### src/rtl/data_mem_arbiter.sv
// Round-robin arbiter sharing one single-port data memory between a core port (A)
// and a debug/loader port (B), with bounded burst locking and address checking.
module data_mem_arbiter #(
  parameter int W        = 32,
  parameter int N        = 5,
  parameter int LOCK_MAX = 4
) (
  input  logic         clk,
  input  logic         rst,
  input  logic         a_req,
  input  logic         a_we,
  input  logic         a_lock,
  input  logic [W-1:0] a_addr,
  input  logic [W-1:0] a_wdata,
  output logic         a_gnt,
  output logic         a_done,
  output logic         a_err,
  output logic [W-1:0] a_rdata,
  input  logic         b_req,
  input  logic         b_we,
  input  logic         b_lock,
  input  logic [W-1:0] b_addr,
  input  logic [W-1:0] b_wdata,
  output logic         b_gnt,
  output logic         b_done,
  output logic         b_err,
  output logic [W-1:0] b_rdata,
  output logic [W-1:0] mem_address,
  output logic         mem_read,
  output logic         mem_write,
  output logic [W-1:0] mem_wdata,
  input  logic [W-1:0] mem_rdata
);

  localparam int CW = $clog2(LOCK_MAX + 1);
  localparam logic [CW-1:0] LOCK_MAX_C = CW'(LOCK_MAX);

  typedef enum logic [1:0] {ARB, LOCK_A, LOCK_B} state_t;

  state_t        state_reg, state_next;
  logic          ptr_reg, ptr_next;   // index of the port served last (0 = A, 1 = B)
  logic [CW-1:0] cnt_reg, cnt_next;

  logic [1:0]    req, we, lock, legal;
  logic [1:0]    gnt_next, gnt, acc, done_v, err_v;
  logic [W-1:0]  addr [2];
  logic [W-1:0]  wdata [2];
  logic [W-1:0]  rdata_v [2];
  logic          hold_side, win, do_arb, sel;

  assign req      = {b_req, a_req};
  assign we       = {b_we, a_we};
  assign lock     = {b_lock, a_lock};
  assign addr[0]  = a_addr;
  assign addr[1]  = b_addr;
  assign wdata[0] = a_wdata;
  assign wdata[1] = b_wdata;

  // Grant and next-state decision; grants are combinational from req and state.
  always_comb begin
    gnt_next   = 2'b00;
    state_next = state_reg;
    ptr_next   = ptr_reg;
    cnt_next   = cnt_reg;
    hold_side  = (state_reg == LOCK_B);
    win        = 1'b0;
    do_arb     = 1'b0;
    case (state_reg)
      LOCK_A, LOCK_B: begin
        if (!req[hold_side]) begin
          do_arb = 1'b1;
        end else if (!req[~hold_side] || cnt_reg < LOCK_MAX_C) begin
          gnt_next[hold_side] = 1'b1;
          ptr_next            = hold_side;
          if (req[~hold_side]) cnt_next = cnt_reg + 1'b1;
          if (!lock[hold_side]) begin
            state_next = ARB;
            cnt_next   = '0;
          end
        end else begin
          gnt_next[~hold_side] = 1'b1;
          ptr_next             = ~hold_side;
          state_next           = ARB;
          cnt_next             = '0;
        end
      end
      default: do_arb = 1'b1;
    endcase
    if (do_arb) begin
      state_next = ARB;
      cnt_next   = '0;
      if (req != 2'b00) begin
        win           = (req == 2'b10) || (req == 2'b11 && !ptr_reg);
        gnt_next[win] = 1'b1;
        ptr_next      = win;
        if (lock[win]) begin
          state_next = win ? LOCK_B : LOCK_A;
          cnt_next   = CW'(1);
        end
      end
    end
  end

  assign gnt = gnt_next & {2{rst}};
  assign acc = req & gnt;
  assign sel = acc[1];

  always_ff @(posedge clk or negedge rst) begin
    if (!rst) begin
      state_reg <= ARB;
      ptr_reg   <= 1'b1;
      cnt_reg   <= '0;
    end else begin
      state_reg <= state_next;
      ptr_reg   <= ptr_next;
      cnt_reg   <= cnt_next;
    end
  end

  // Memory pins are only driven in an accept cycle; illegal addresses raise no strobe.
  always_comb begin
    mem_address = '0;
    mem_wdata   = '0;
    mem_read    = 1'b0;
    mem_write   = 1'b0;
    if (acc != 2'b00) begin
      mem_address = addr[sel];
      mem_wdata   = wdata[sel];
      mem_write   = we[sel] & legal[sel];
      mem_read    = ~we[sel] & legal[sel];
    end
  end

  genvar gi;
  generate
    for (gi = 0; gi < 2; gi++) begin : g_port
      logic         done_reg;
      logic         err_reg;
      logic [W-1:0] rdata_reg;

      assign legal[gi] = (addr[gi][1:0] == 2'b00) && (addr[gi][W-1:N+2] == '0);

      always_ff @(posedge clk or negedge rst) begin
        if (!rst) begin
          done_reg  <= 1'b0;
          err_reg   <= 1'b0;
          rdata_reg <= '0;
        end else begin
          done_reg <= acc[gi];
          err_reg  <= acc[gi] & ~legal[gi];
          if (acc[gi]) rdata_reg <= (legal[gi] && !we[gi]) ? mem_rdata : '0;
        end
      end

      assign done_v[gi]  = done_reg;
      assign err_v[gi]   = err_reg;
      assign rdata_v[gi] = rdata_reg;
    end
  endgenerate

  assign a_gnt   = gnt[0];
  assign b_gnt   = gnt[1];
  assign a_done  = done_v[0];
  assign b_done  = done_v[1];
  assign a_err   = err_v[0];
  assign b_err   = err_v[1];
  assign a_rdata = rdata_v[0];
  assign b_rdata = rdata_v[1];

endmodule

### config.mk
export PLATFORM = sky130hd
export DESIGN_NAME = data_mem_arbiter
export DESIGN_NICKNAME = d
export VERILOG_FILES = /design/src/rtl/data_mem_arbiter.sv
export SDC_FILE = /design/constraint.sdc
export NUM_CORES = 1
export LEC_CHECK = 0
export CAP_MARGIN = 20
export CORE_AREA = 2 2 119 121
export CTS_CLUSTER_DIAMETER = 200
export DETAILED_ROUTE_END_ITERATION = 10
export DIE_AREA = 0 0 121 123
export GPL_ROUTABILITY_DRIVEN = 0
export GPL_TIMING_DRIVEN = 0
export MAX_ROUTING_LAYER = met4
export PLACE_DENSITY = 0.8
export SLEW_MARGIN = 15
export SYNTH_ARGS = -nofsm -noshare
export SYNTH_HDL_FRONTEND = slang
export SYNTH_SLANG_ARGS = --single-unit
### constraint.sdc
create_clock -name clk -period 2.3 [get_ports clk]
set_input_delay 0.23 -clock clk [delete_from_list [all_inputs] [get_ports clk]]
set_output_delay 0.23 -clock clk [all_outputs]
set_load 0.01 [all_outputs]
# [Word level (Yosys, flattened, before mapping)]
# Index checks and enable logic that the tools add are counted.
[totals] ff_bits=74 input_bits=168 output_inout_bits=136 elab_cells=120
[op_classes] add_sub_neg=1 magnitude_cmp=9 n_eq_ne=6 n_mux=58 bitwise_logic=12 reduce_logical=25
[ops] operator="32-bit 2-to-1 mux" count=10
[ops] operator="25-bit zero test" count=2
[ops] operator="1-bit 2-to-1 mux" count=26
[ops] operator="2-bit 2-to-1 mux" count=13
[ops] operator="3-bit 2-to-1 mux" count=6
[ops] operator="1-bit logical AND" count=8
[ops] operator="1-bit by 2-bit < comparator with 1-bit output (second input constant)" count=4
[ops] operator="2-bit nonzero test" count=4
[ops] operator="2-bit equality test (second input constant)" count=3
[ops] operator="3-bit AND reduction" count=2
[ops] operator="1-bit bitwise AND" count=4
[ops] operator="2-bit bitwise AND" count=2
[ops] operator="1-bit zero test" count=4
[ops] operator="2-bit zero test" count=2
[ops] operator="4-bit inequality test (second input constant)" count=1
[ops] operator="1-bit NOT" count=4
[ops] operator="3-bit by 1-bit adder with 3-bit output (second input constant)" count=1
[ops] operator="1-bit demux with 1-bit select" count=3
[ops] operator="1-bit greater-or-equal comparator (second input constant)" count=3
[ops] operator="3-bit < comparator (second input constant)" count=1
[ops] operator="3-bit inequality test (second input constant)" count=1
[ops] operator="2-bit by 1-bit equality test with 1-bit output (second input constant)" count=1
[ops] operator="2-bit greater-or-equal comparator (second input constant)" count=1
[ops] operator="1-bit logical OR" count=2
[ops] operator="3 further kinds" count=3

# [Longest topological paths before layout]
# Gate-level depths: netlist of run 1.
[logic_depth] word_depth=19 ltp_mapped=11 ltp_nobuf=8

# [Worst setup path before layout of run 1]
# Ideal clock, no wire load.
[synth_path] kind="flip-flop to output port" startpoint="register state_reg[1]" endpoint="output mem_address[0]" t_arrival_ns=1.978 required_ns=2.070 slack_ns=0.092 stages_incl_launch_ff=9 n_path_buf=2 path_cell_list="dfrtp_1 -> ha_1 -> a22o_1 -> nand2_1 -> a221o_1 -> buf_6 -> inv_1 -> clkbuf_1 -> a22o_1"
[synth_via] word_cells_on_any_way=36 cone_classes="order compare (4); eq/ne (2); mux (19); bitwise (5); reduce/logical (6)"
[synth_lines] item="start, declared" line_no="40" source="state_t state_reg, state_next;"
[synth_lines] item="start signal, assigned" line_no="114" source="state_reg <= state_next;"
[synth_lines] item="2-bit equality test" line_no="65, 68"
[synth_lines] item="1-bit NOT" line_no="81" source="gnt_next[~hold_side] = 1'b1;"
[synth_lines] item="1-bit by 2-bit < comparator with 1-bit output (implied by the code) / 1-bit greater-or-equal comparator (equally long branches)" line_no="81"
[synth_lines] item="1-bit logical AND (implied by the code)" line_no="81"
[synth_lines] item="1-bit 2-to-1 mux (implied by the code)" line_no="81"
[synth_lines] item="1-bit demux with 1-bit select" line_no="81"
[synth_lines] item="2-bit 2-to-1 mux" line_no="72" source="end else if (!req[~hold_side] || cnt_reg < LOCK_MAX_C) begin"
[synth_lines] item="2-bit 2-to-1 mux" line_no="70" source="if (!req[hold_side]) begin"
[synth_lines] item="2-bit 2-to-1 mux" line_no="68" source="case (state_reg)"
[synth_lines] item="2-bit OR (no line)"
[synth_lines] item="2-bit 2-to-1 mux" line_no="92" source="if (req != 2'b00) begin"
[synth_lines] item="2-bit 2-to-1 mux (*)" line_no="89" source="if (do_arb) begin"
[synth_lines] item="2-bit bitwise AND (*)" line_no="104" source="assign gnt = gnt_next & {2{rst}};"
[synth_lines] item="named net a_gnt" line_no="15" source="output logic a_gnt,"
[synth_lines] item="2-bit bitwise AND (*)" line_no="105" source="assign acc = req & gnt;"
[synth_lines] item="2-bit nonzero test (*)" line_no="126" source="if (acc != 2'b00) begin"
[synth_lines] item="32-bit 2-to-1 mux (*)" line_no="126"
[synth_lines] item="end, declared" line_no="28" source="output logic [W-1:0] mem_address,"
# The timed path passes the listed nets; every way through them passes the cells marked *. The select of a mux whose other input is x is not followed.

# [Final worst setup path of run 1]
[layout_path] startpoint="register state_reg[1]" endpoint="output mem_wdata[11]"
[layout_via] elab_chain_cells=19 word_cells_on_any_way=36 cone_classes="order compare (4); eq/ne (2); mux (19); bitwise (5); reduce/logical (6)"
[layout_lines] item="2-bit equality test" line_no="65, 68"
[layout_lines] item="1-bit NOT" line_no="81"
[layout_lines] item="1-bit by 2-bit < comparator with 1-bit output (implied by the code) / 1-bit greater-or-equal comparator (equally long branches)" line_no="81"
[layout_lines] item="1-bit logical AND (implied by the code)" line_no="81"
[layout_lines] item="1-bit 2-to-1 mux (implied by the code)" line_no="81"
[layout_lines] item="1-bit demux with 1-bit select" line_no="81"
[layout_lines] item="2-bit 2-to-1 mux" line_no="72"
[layout_lines] item="2-bit 2-to-1 mux" line_no="70"
[layout_lines] item="2-bit 2-to-1 mux" line_no="68"
[layout_lines] item="2-bit OR (no line)"
[layout_lines] item="2-bit 2-to-1 mux" line_no="92"
[layout_lines] item="2-bit 2-to-1 mux (*)" line_no="89"
[layout_lines] item="2-bit bitwise AND (*)" line_no="104"
[layout_lines] item="2-bit bitwise AND (*)" line_no="105"
[layout_lines] item="1-bit NOT with 2-bit output (implied by the code)" line_no="128" source="mem_wdata = wdata[sel];"
[layout_lines] item="32-bit 2-to-1 mux (implied by the code) (3 in a row)" line_no="128"
[layout_lines] item="32-bit 2-to-1 mux (*)" line_no="126"
[layout_lines] item="end, declared" line_no="31" source="output logic [W-1:0] mem_wdata,"
# Every way passes the cells marked *; elsewhere a longest branch is shown, timed or not. The select of a mux whose other input is x is not followed.

==> results of run 1 <==
[power by group through the flow]
stage | Combinational (µW) | Clock [µW] | Sequential, µW
2_1_floorplan | 311 | 0 | 1350
3_3_place_gp | 962 | 0 | 1350
3_5_place_dp | 979 | 0 | 1350
4_1_cts | 1090 | 1540 | 1330
5_1_grt | 1200 | 1600 | 1330
6_report | 1150 | 1520 | 1330
[path summary, 6_finish.rpt]
kind | slack (ns) | from | endpoint | cells after the start
setup / recovery | -0.40 | state_reg[1] | mem_wdata[11] | 11
hold / removal | 0.23 | a_req | ptr_reg | 3
setup reg to reg | 0.05 | state_reg[1] | b_rdata[11] | 9
hold reg to reg | 0.50 | a_rdata[11] | a_rdata[11] | 1
max in group asynchronous | 1.15 | rst | state_reg[0] | 2
min in group asynchronous | 0.60 | rst | b_rdata[25] | 2
[worst register-to-register path, cell delays in order, from the launching register on]
cell	delay [ns]
dfrtp_1	0.41
ha_4	0.33
buf_4	0.14
o21ai_4	0.06
a21o_1	0.22
buf_4	0.15
buf_4	0.13
nor3_4	0.29
buf_2	0.31
a22o_1	0.17
[through the flow]
stage                     hold slack (ns)  cells  utilization
after global placement             0.4619    789       0.5030
after global routing               0.2405    836       0.5637
after CTS                          0.1937    834       0.5513
after floorplan                  -0.06559    307            -
final                              0.2349    836       0.5637
after detailed placement           0.1517    790       0.5048
[cell type report]
| class | count | area [µm²] | area share |
|---|---|---|---|
| repair buffers | 335 | 3197 | 0.4166 |
| flip-flops and latches | 74 | 1853 | 0.2415 |
| multi-input cells | 192 | 1675 | 0.2183 |
| plain buffers | 29 | 351.6 | 0.04582 |
| clock buffers | 9 | 225.2 | 0.02935 |
| well taps | 180 | 225.2 | 0.02935 |
| clock inverters | 7 | 100.1 | 0.01304 |
| inverters | 10 | 46.29 | 0.006033 |
[layer usage]
layer,vias up,GRT usage,share of wire
met2,271,0.3803,0.49
met3,45,0.06827,0.091
met5,-,-,0
met1,2122,0.2794,0.38
met4,0,0.09157,0.036
li1,1913,-,-
[placed cells by master, fill, tap and decap left out, types with 5 or more instances in the layout]
cell             synthesis  layout
a21oi_1                  5       5
a22o_1                 129     120
a22o_4                   0       9
buf_2                   11      52
buf_4                    2      18
buf_6                    5      35
buf_8                    0       9
clkbuf_16                0      12
clkdlybuf4s50_1          0     232
dfrtp_1                 73      73
inv_1                   10       7
nand2_1                  5       5
nor4_1                  12      12
o21ai_0                  6       5
[logic make-up after synthesis]
family / after synthesis
compound gates: 148
flops: 74
buf+inv: 41
simple gates: 39
mux: 2
fa+ha+maj: 2
xor+xnor: 1
[what timing repair did]
| action | in CTS | in global routing |
|---|---|---|
| gates resized for setup | 370 | 31 |
| setup buffers | 27 | 3 |
| hold buffers | 2 | 0 |
| endpoints found under the hold margin | 19 | 0 |
| endpoints found under the setup margin | 130 | 103 |
| cloned | 7 | 0 |
| pin swaps | 56 | 13 |
==> impl_metrics.py, run 1 <==
metrics = {
    "routing": {
        "vias_per_cell": 5.205,
        "postRouteAntennaNets": 0,
        "wl_mm": 18.13,
        "drt_iter0_markers": 297,
        "remaining_drc_errors": 0,
        "drt-pass1-iter-count": 5,
        "routedWlPerCell_um": 21.69,
        "via_count": 4351,
    },
    "logic_synthesis": {
        "synth.yosys.seq_area_share": 0.5150,
        "synth.distinct_cells": 31,
        "synth_commonest_cells": "a22o_1 (129), dfrtp_1 (73), clkbuf_1 (13)",
        "async_flop_share": 1.000,
        "synth_compound_area_frac": 0.3470,
        "synthMuxAreaShare": 0.005563,
        "synth_warnings": 0,
        "synth_edf_count": 0,
        "synth_xor_area_frac": 0.002434,
        "synth_top_flop_cell": "dfrtp_1",
        "synth_area_leaders": "dfrtp_1 (51%), a22o_1 (31%), nor4_1 (2.1%)",
        "synth_nets": 477,
        "yosys.area.top_type": "dfrtp_1",
        "synthAdderAreaFrac": 0.006954,
        "netlist_area_um2": 3598,
        "synthCells": 307,
        "avgSynthCellArea_um2": 11.72,
        "synth_seq_cells": 74,
        "synth_top_family_by_area": "compound AO/OA/AOI/OAI gates",
        "yosys.area.top_type_share": 0.5076,
        "yosysMostFrequentCell": "a22o_1",
        "synthSimpleGateAreaFrac": 0.06398,
    },
    "critical_path": {
        "critical_path.max_stage_delay_ns": 0.41,
        "worstPathRequired_ns": 2.07,
        "end_kind": "output port",
        "slowest_stage": "dfrtp_1",
        "cp_cell_sequence": "ha_4, a22o_1, nand2_1, a221o_1, buf_6, clkinvlp_4, buf_8, buf_12, buf_6, a22o_1, buf_2",
        "arrival_ns": 2.47,
        "crit_buf_inv": 6,
        "cp_top_family": "buffers and inverters",
        "crit_type": "flop to output port",
        "start_kind": "flop",
        "path_max_fanout": 6,
    },
    "final_layout": {
        "drive_gt1_frac": 0.2515,
        "design_area_um2": 7674,
        "diodes": 0,
        "nets": 821,
        "areaGrowthSynthToFinish_pct": 113.2,
        "final.fill_count": 1135,
    },
    "power": {
        "p_int_uw": 2932,
        "pwr-share-clk": 0.380,
        "finalPower_uw": 3992,
        "leakage_uw": 0.003517,
        "pwr-share-seq": 0.333,
        "powerDensity_nw_per_um2": 520.3,
        "combinationalPowerShare": 0.287,
        "p_sw_frac": 0.2656,
        "ir_worst_vdd_mv": 0.5298,
        "switching_power_uw": 1060,
    },
    "die": {
        "fp-row-count": 43,
        "start_util": 0.2644,
        "die_x_um": 121,
        "die_h_um": 123,
        "fp.coreArea_um2": 13610,
        "dieArea_um2": 14880,
        "ios": 304,
    },
    "placed_design": {
        "port_buffers": 302,
        "hpwl_mm": 13.10,
        "dpl_worst_slack_ns": -0.9462,
        "placed_area_um2": 6872,
    },
    "global_route": {
        "grt_pass1_wl_mm": 25.76,
        "grt_max_degree": 55,
        "antenna_found_initial": 0,
        "grt_use_total": 0.2358,
        "grt_overflow": 0,
        "grt_pass1_vias": 4440,
    },
    "status": {
        "failed_checks": "setup timing",
        "status": "finished with violations",
    },
    "timing": {
        "max_freq_mhz": 370.7,
        "relSlewSlack": 0.4092,
        "fin_crit_ns": 2.698,
        "final_max_slew_viol_count": 0,
        "setup_tns_ns": -20.97,
        "setup_viol": 67,
        "worstMarginPinSlew_ns": 0.8832,
        "fin_crit_sh": 1.173,
        "hold_violations": 0,
        "timing.final.ws_setup_ns": -0.3976,
        "rsz0062_at_grt": "true",
        "clock-skew-final_ns": 0.006728,
    },
    "cts": {
        "clk_path_buf_depth": 2,
        "root_buffer": "clkbuf_16",
        "clkSinkCount": 74,
        "numCtsBuffers": 9,
        "path_clk_slew_ns": 0.06,
        "clock_latency_ns": 0.33,
        "cts_tree": "built",
        "htree_levels": 3,
    },
    "worst_hold_path": {
        "hp-class": "input pin to flop",
    },
    "flow_run": {
        "cap_violations": 0,
    },
}
Power figures use the tool's default switching activity.
==> run 2, diff against run 1 <==
--- a/config.mk
+++ b/config.mk
@@ -5,15 +5,16 @@
 export SDC_FILE = /design/constraint.sdc
 export NUM_CORES = 1
 export LEC_CHECK = 0
+export ABC_AREA = 1
 export CAP_MARGIN = 20
-export CORE_AREA = 2 2 119 121
+export CORE_AREA = 2 2 117 119
 export CTS_CLUSTER_DIAMETER = 200
 export DETAILED_ROUTE_END_ITERATION = 10
-export DIE_AREA = 0 0 121 123
+export DIE_AREA = 0 0 119 121
 export GPL_ROUTABILITY_DRIVEN = 0
 export GPL_TIMING_DRIVEN = 0
 export MAX_ROUTING_LAYER = met4
-export PLACE_DENSITY = 0.8
+export PLACE_DENSITY = 0.87
 export SLEW_MARGIN = 15
 export SYNTH_ARGS = -nofsm -noshare
 export SYNTH_HDL_FRONTEND = slang
==> run 2 against run 1 <==
The run still ends with setup timing left. Final area grew 12%. Via count grew 29%. Critical path type unchanged. Synthesized cell count is 100% higher. Sequential share of layout area decreased by 2.6 points. Register-to-register slack gained 0.07 ns. Sequential power barely moved. Critical path depth is 2 higher. Maximum frequency grew 11%.
==> impl_metrics.py, run 2 <==
metrics = {
    "status": {
        "status": "finished with violations",
        "failed_checks": "setup timing",
    },
    "routing": {
        "routedWlPerCell_um": 18.54,
        "remaining_drc_errors": 0,
        "via_count": 5598,
        "drt-pass1-iter-count": 5,
        "vias_per_cell": 4.885,
        "drt_iter0_markers": 369,
        "wl_mm": 21.25,
        "postRouteAntennaNets": 0,
    },
    "die": {
        "start_util": 0.3255,
        "fp-row-count": 42,
        "ios": 304,
        "dieArea_um2": 14400,
        "die_x_um": 119,
        "fp.coreArea_um2": 13090,
        "die_h_um": 121,
    },
    "logic_synthesis": {
        "yosysMostFrequentCell": "nand2_1",
        "synth.yosys.seq_area_share": 0.4351,
        "synth_commonest_cells": "nand2_1 (335), dfrtp_1 (73), nand3_1 (41)",
        "synthCells": 621,
        "synth_compound_area_frac": 0.06992,
        "netlist_area_um2": 4259,
        "synth_nets": 791,
        "synthMuxAreaShare": 0,
        "synth_edf_count": 0,
        "yosys.area.top_type": "dfrtp_1",
        "synthSimpleGateAreaFrac": 0.4098,
        "synth.distinct_cells": 26,
        "synth_warnings": 0,
        "synth_top_family_by_area": "simple AND/OR/NAND/NOR gates",
        "synth_top_flop_cell": "dfrtp_1",
        "synthAdderAreaFrac": 0.005875,
        "avgSynthCellArea_um2": 6.858,
        "async_flop_share": 1.000,
        "yosys.area.top_type_share": 0.4289,
        "synth_area_leaders": "dfrtp_1 (43%), nand2_1 (30%), nand3_1 (4.8%)",
        "synth_seq_cells": 74,
        "synth_xor_area_frac": 0,
    },
    "placed_design": {
        "dp_cells": 1101,
        "port_buffers": 303,
        "hpwl_mm": 15.01,
        "dpl_worst_slack_ns": -0.6430,
    },
    "global_route": {
        "grt_pass1_vias": 5525,
        "grt_max_degree": 44,
        "grt_overflow": 0,
        "grt_pass1_wl_mm": 30.29,
        "grt_use_total": 0.2816,
        "antenna_found_initial": 1,
    },
    "critical_path": {
        "critical_path.max_stage_delay_ns": 0.37,
        "path_max_fanout": 8,
        "reg2regPathDepth": 13,
        "r2r_start": "state_reg[0]",
        "cp_cell_sequence": "inv_2, ha_4, inv_2, nand2_2, nand3_4, buf_6, a21boi_4, nand2_8, clkinv_8, buf_8, nand2_2, o21ai_2, buf_2",
        "end_kind": "output port",
        "arrival_ns": 2.19,
        "crit_buf_inv": 6,
        "crit_type": "flop to output port",
        "worstPathRequired_ns": 2.07,
        "critPathLaunch": "state_reg[0]",
        "path_depth": 13,
        "cp_top_family": "buffers and inverters",
        "start_kind": "flop",
        "slowest_stage": "dfrtp_1",
        "rrSetupSlack_ns": 0.12,
    },
    "final_layout": {
        "regArea_um2": 1853,
        "multi_input_area_um2": 2469,
        "nets": 1134,
        "areaGrowthSynthToFinish_pct": 102.0,
        "layout_commonest_cell": "nand2_1",
        "final_cell_mix": "nand2_1 (262), clkdlybuf4s50_1 (234), dfrtp_1 (73), nand2_2 (62), buf_2 (44)",
        "final-instance-count-excl-fill": 1146,
        "final.fill_count": 1027,
        "drive_gt1_frac": 0.2570,
    },
    "timing": {
        "relSlewSlack": 0.6121,
        "fin_crit_ns": 2.425,
        "clock-skew-final_ns": 0.006188,
        "rsz0062_at_grt": "true",
        "setup_viol": 66,
        "final_max_slew_viol_count": 0,
        "hold_violations": 0,
        "max_freq_mhz": 412.4,
        "whs_ns": 0.4581,
        "fin_crit_sh": 1.054,
        "worstMarginPinSlew_ns": 0.5758,
        "timing.final.ws_setup_ns": -0.1246,
    },
    "cts": {
        "root_buffer": "clkbuf_16",
        "clock_latency_ns": 0.33,
        "numCtsBuffers": 9,
        "path_clk_slew_ns": 0.06,
        "htree_levels": 3,
        "clk_path_buf_depth": 2,
        "clkSinkCount": 74,
        "cts_tree": "built",
    },
    "worst_hold_path": {
        "hp-class": "input pin to flop",
        "min_from": "mem_rdata[2]",
        "min_path_cells": 3,
    },
    "flow_run": {
        "cap_violations": 0,
    },
    "power": {
        "leakage_uw": 0.004200,
        "ir_worst_vdd_mv": 0.4602,
        "powerDensity_nw_per_um2": 531.4,
        "finalPower_uw": 4572,
    },
}
run 2: cell count changes in the layout (fill, tap and decap cells not counted), moves of 8 or more:
| cell | previous run | this run |
|---|---|---|
| a22o_4 | 9 | 0 |
| nor2_1 | 4 | 34 |
| inv_1 | 7 | 24 |
| buf_2 | 52 | 44 |
| nand2_4 | 0 | 24 |
| nand3_1 | 2 | 39 |
| nand2_2 | 0 | 62 |
| nand2_1 | 5 | 262 |
| a22o_1 | 120 | 0 |
| o21ai_1 | 0 | 32 |
| nor4_1 | 12 | 0 |
run 2: final cells by class:
cell class	instances	share of cell area
multi-input cells	485	0.2869
clock inverters	5	0.01163
well taps	176	0.02559
flip-flops and latches	74	0.2154
clock buffers	11	0.02937
inverters	30	0.01570
diodes	1	0.0002908
plain buffers	29	0.03344
repair buffers	334	0.3810
repair inverters	1	0.0007271
run 2: per-stage QoR:
step / setup TNS (ns) / util / instance area (µm²)
global route: -10.57 / 0.6576 / 8605
global placement: -487.19 / 0.5741 / 7512
finish: -3.980 / 0.6576 / 8605
floorplan: 0 / - / 4259
CTS: -8.086 / 0.6234 / 8158
detailed placement: -34.20 / 0.5754 / 7530
run 2: layer usage:
metal | vias to the layer above | part of all wire | global-route usage
li1 | 2621 | - | -
met1 | 2651 | 0.39 | 0.3257
met2 | 272 | 0.51 | 0.4777
met3 | 54 | 0.075 | 0.06908
met4 | 0 | 0.033 | 0.1012
met5 | - | 0 | -
run 2: worst register-to-register path, stage by stage, from the launching register on:
cell      delay, ns
dfrtp_1        0.37
inv_2          0.07
ha_4           0.16
inv_2          0.06
nand2_2        0.07
nand3_4        0.10
buf_6          0.15
a21boi_4       0.22
buf_4          0.15
nand3_2        0.09
nor2_2         0.28
buf_4          0.25
nand2_1        0.08
nand2_1        0.07
run 2: cell families (layout without fill, tap and decap cells):
| kind of cell | after synthesis | after routing |
|---|---|---|
| simple gates | 432 | 432 |
| compound gates | 51 | 51 |
| other cells | 0 | 1 |
| fa+ha+maj | 2 | 2 |
| flops | 74 | 74 |
| buf+inv | 62 | 410 |
run 2: repair_timing:
item                                   CTS  global route
setup buffers                           13             9
endpoints found under the hold margin   30             0
setup endpoints to repair               68            82
hold buffers                             2             0
cloned                                   6             4
pin swaps                                5            23
resized for setup                      327           151
run 2: report_power, final:
part	internal [µW]	switching (µW)
logic	801	790
registers	1330	12.5
clock network	1110	529
total	3240	1330
run 2: worst paths after layout:
kind,to
max,mem_address[28]
min,a_rdata[2]
max reg2reg,a_rdata[24]
min reg2reg,a_rdata[29]
max in group asynchronous,a_rdata[21]
min in group asynchronous,ptr_reg
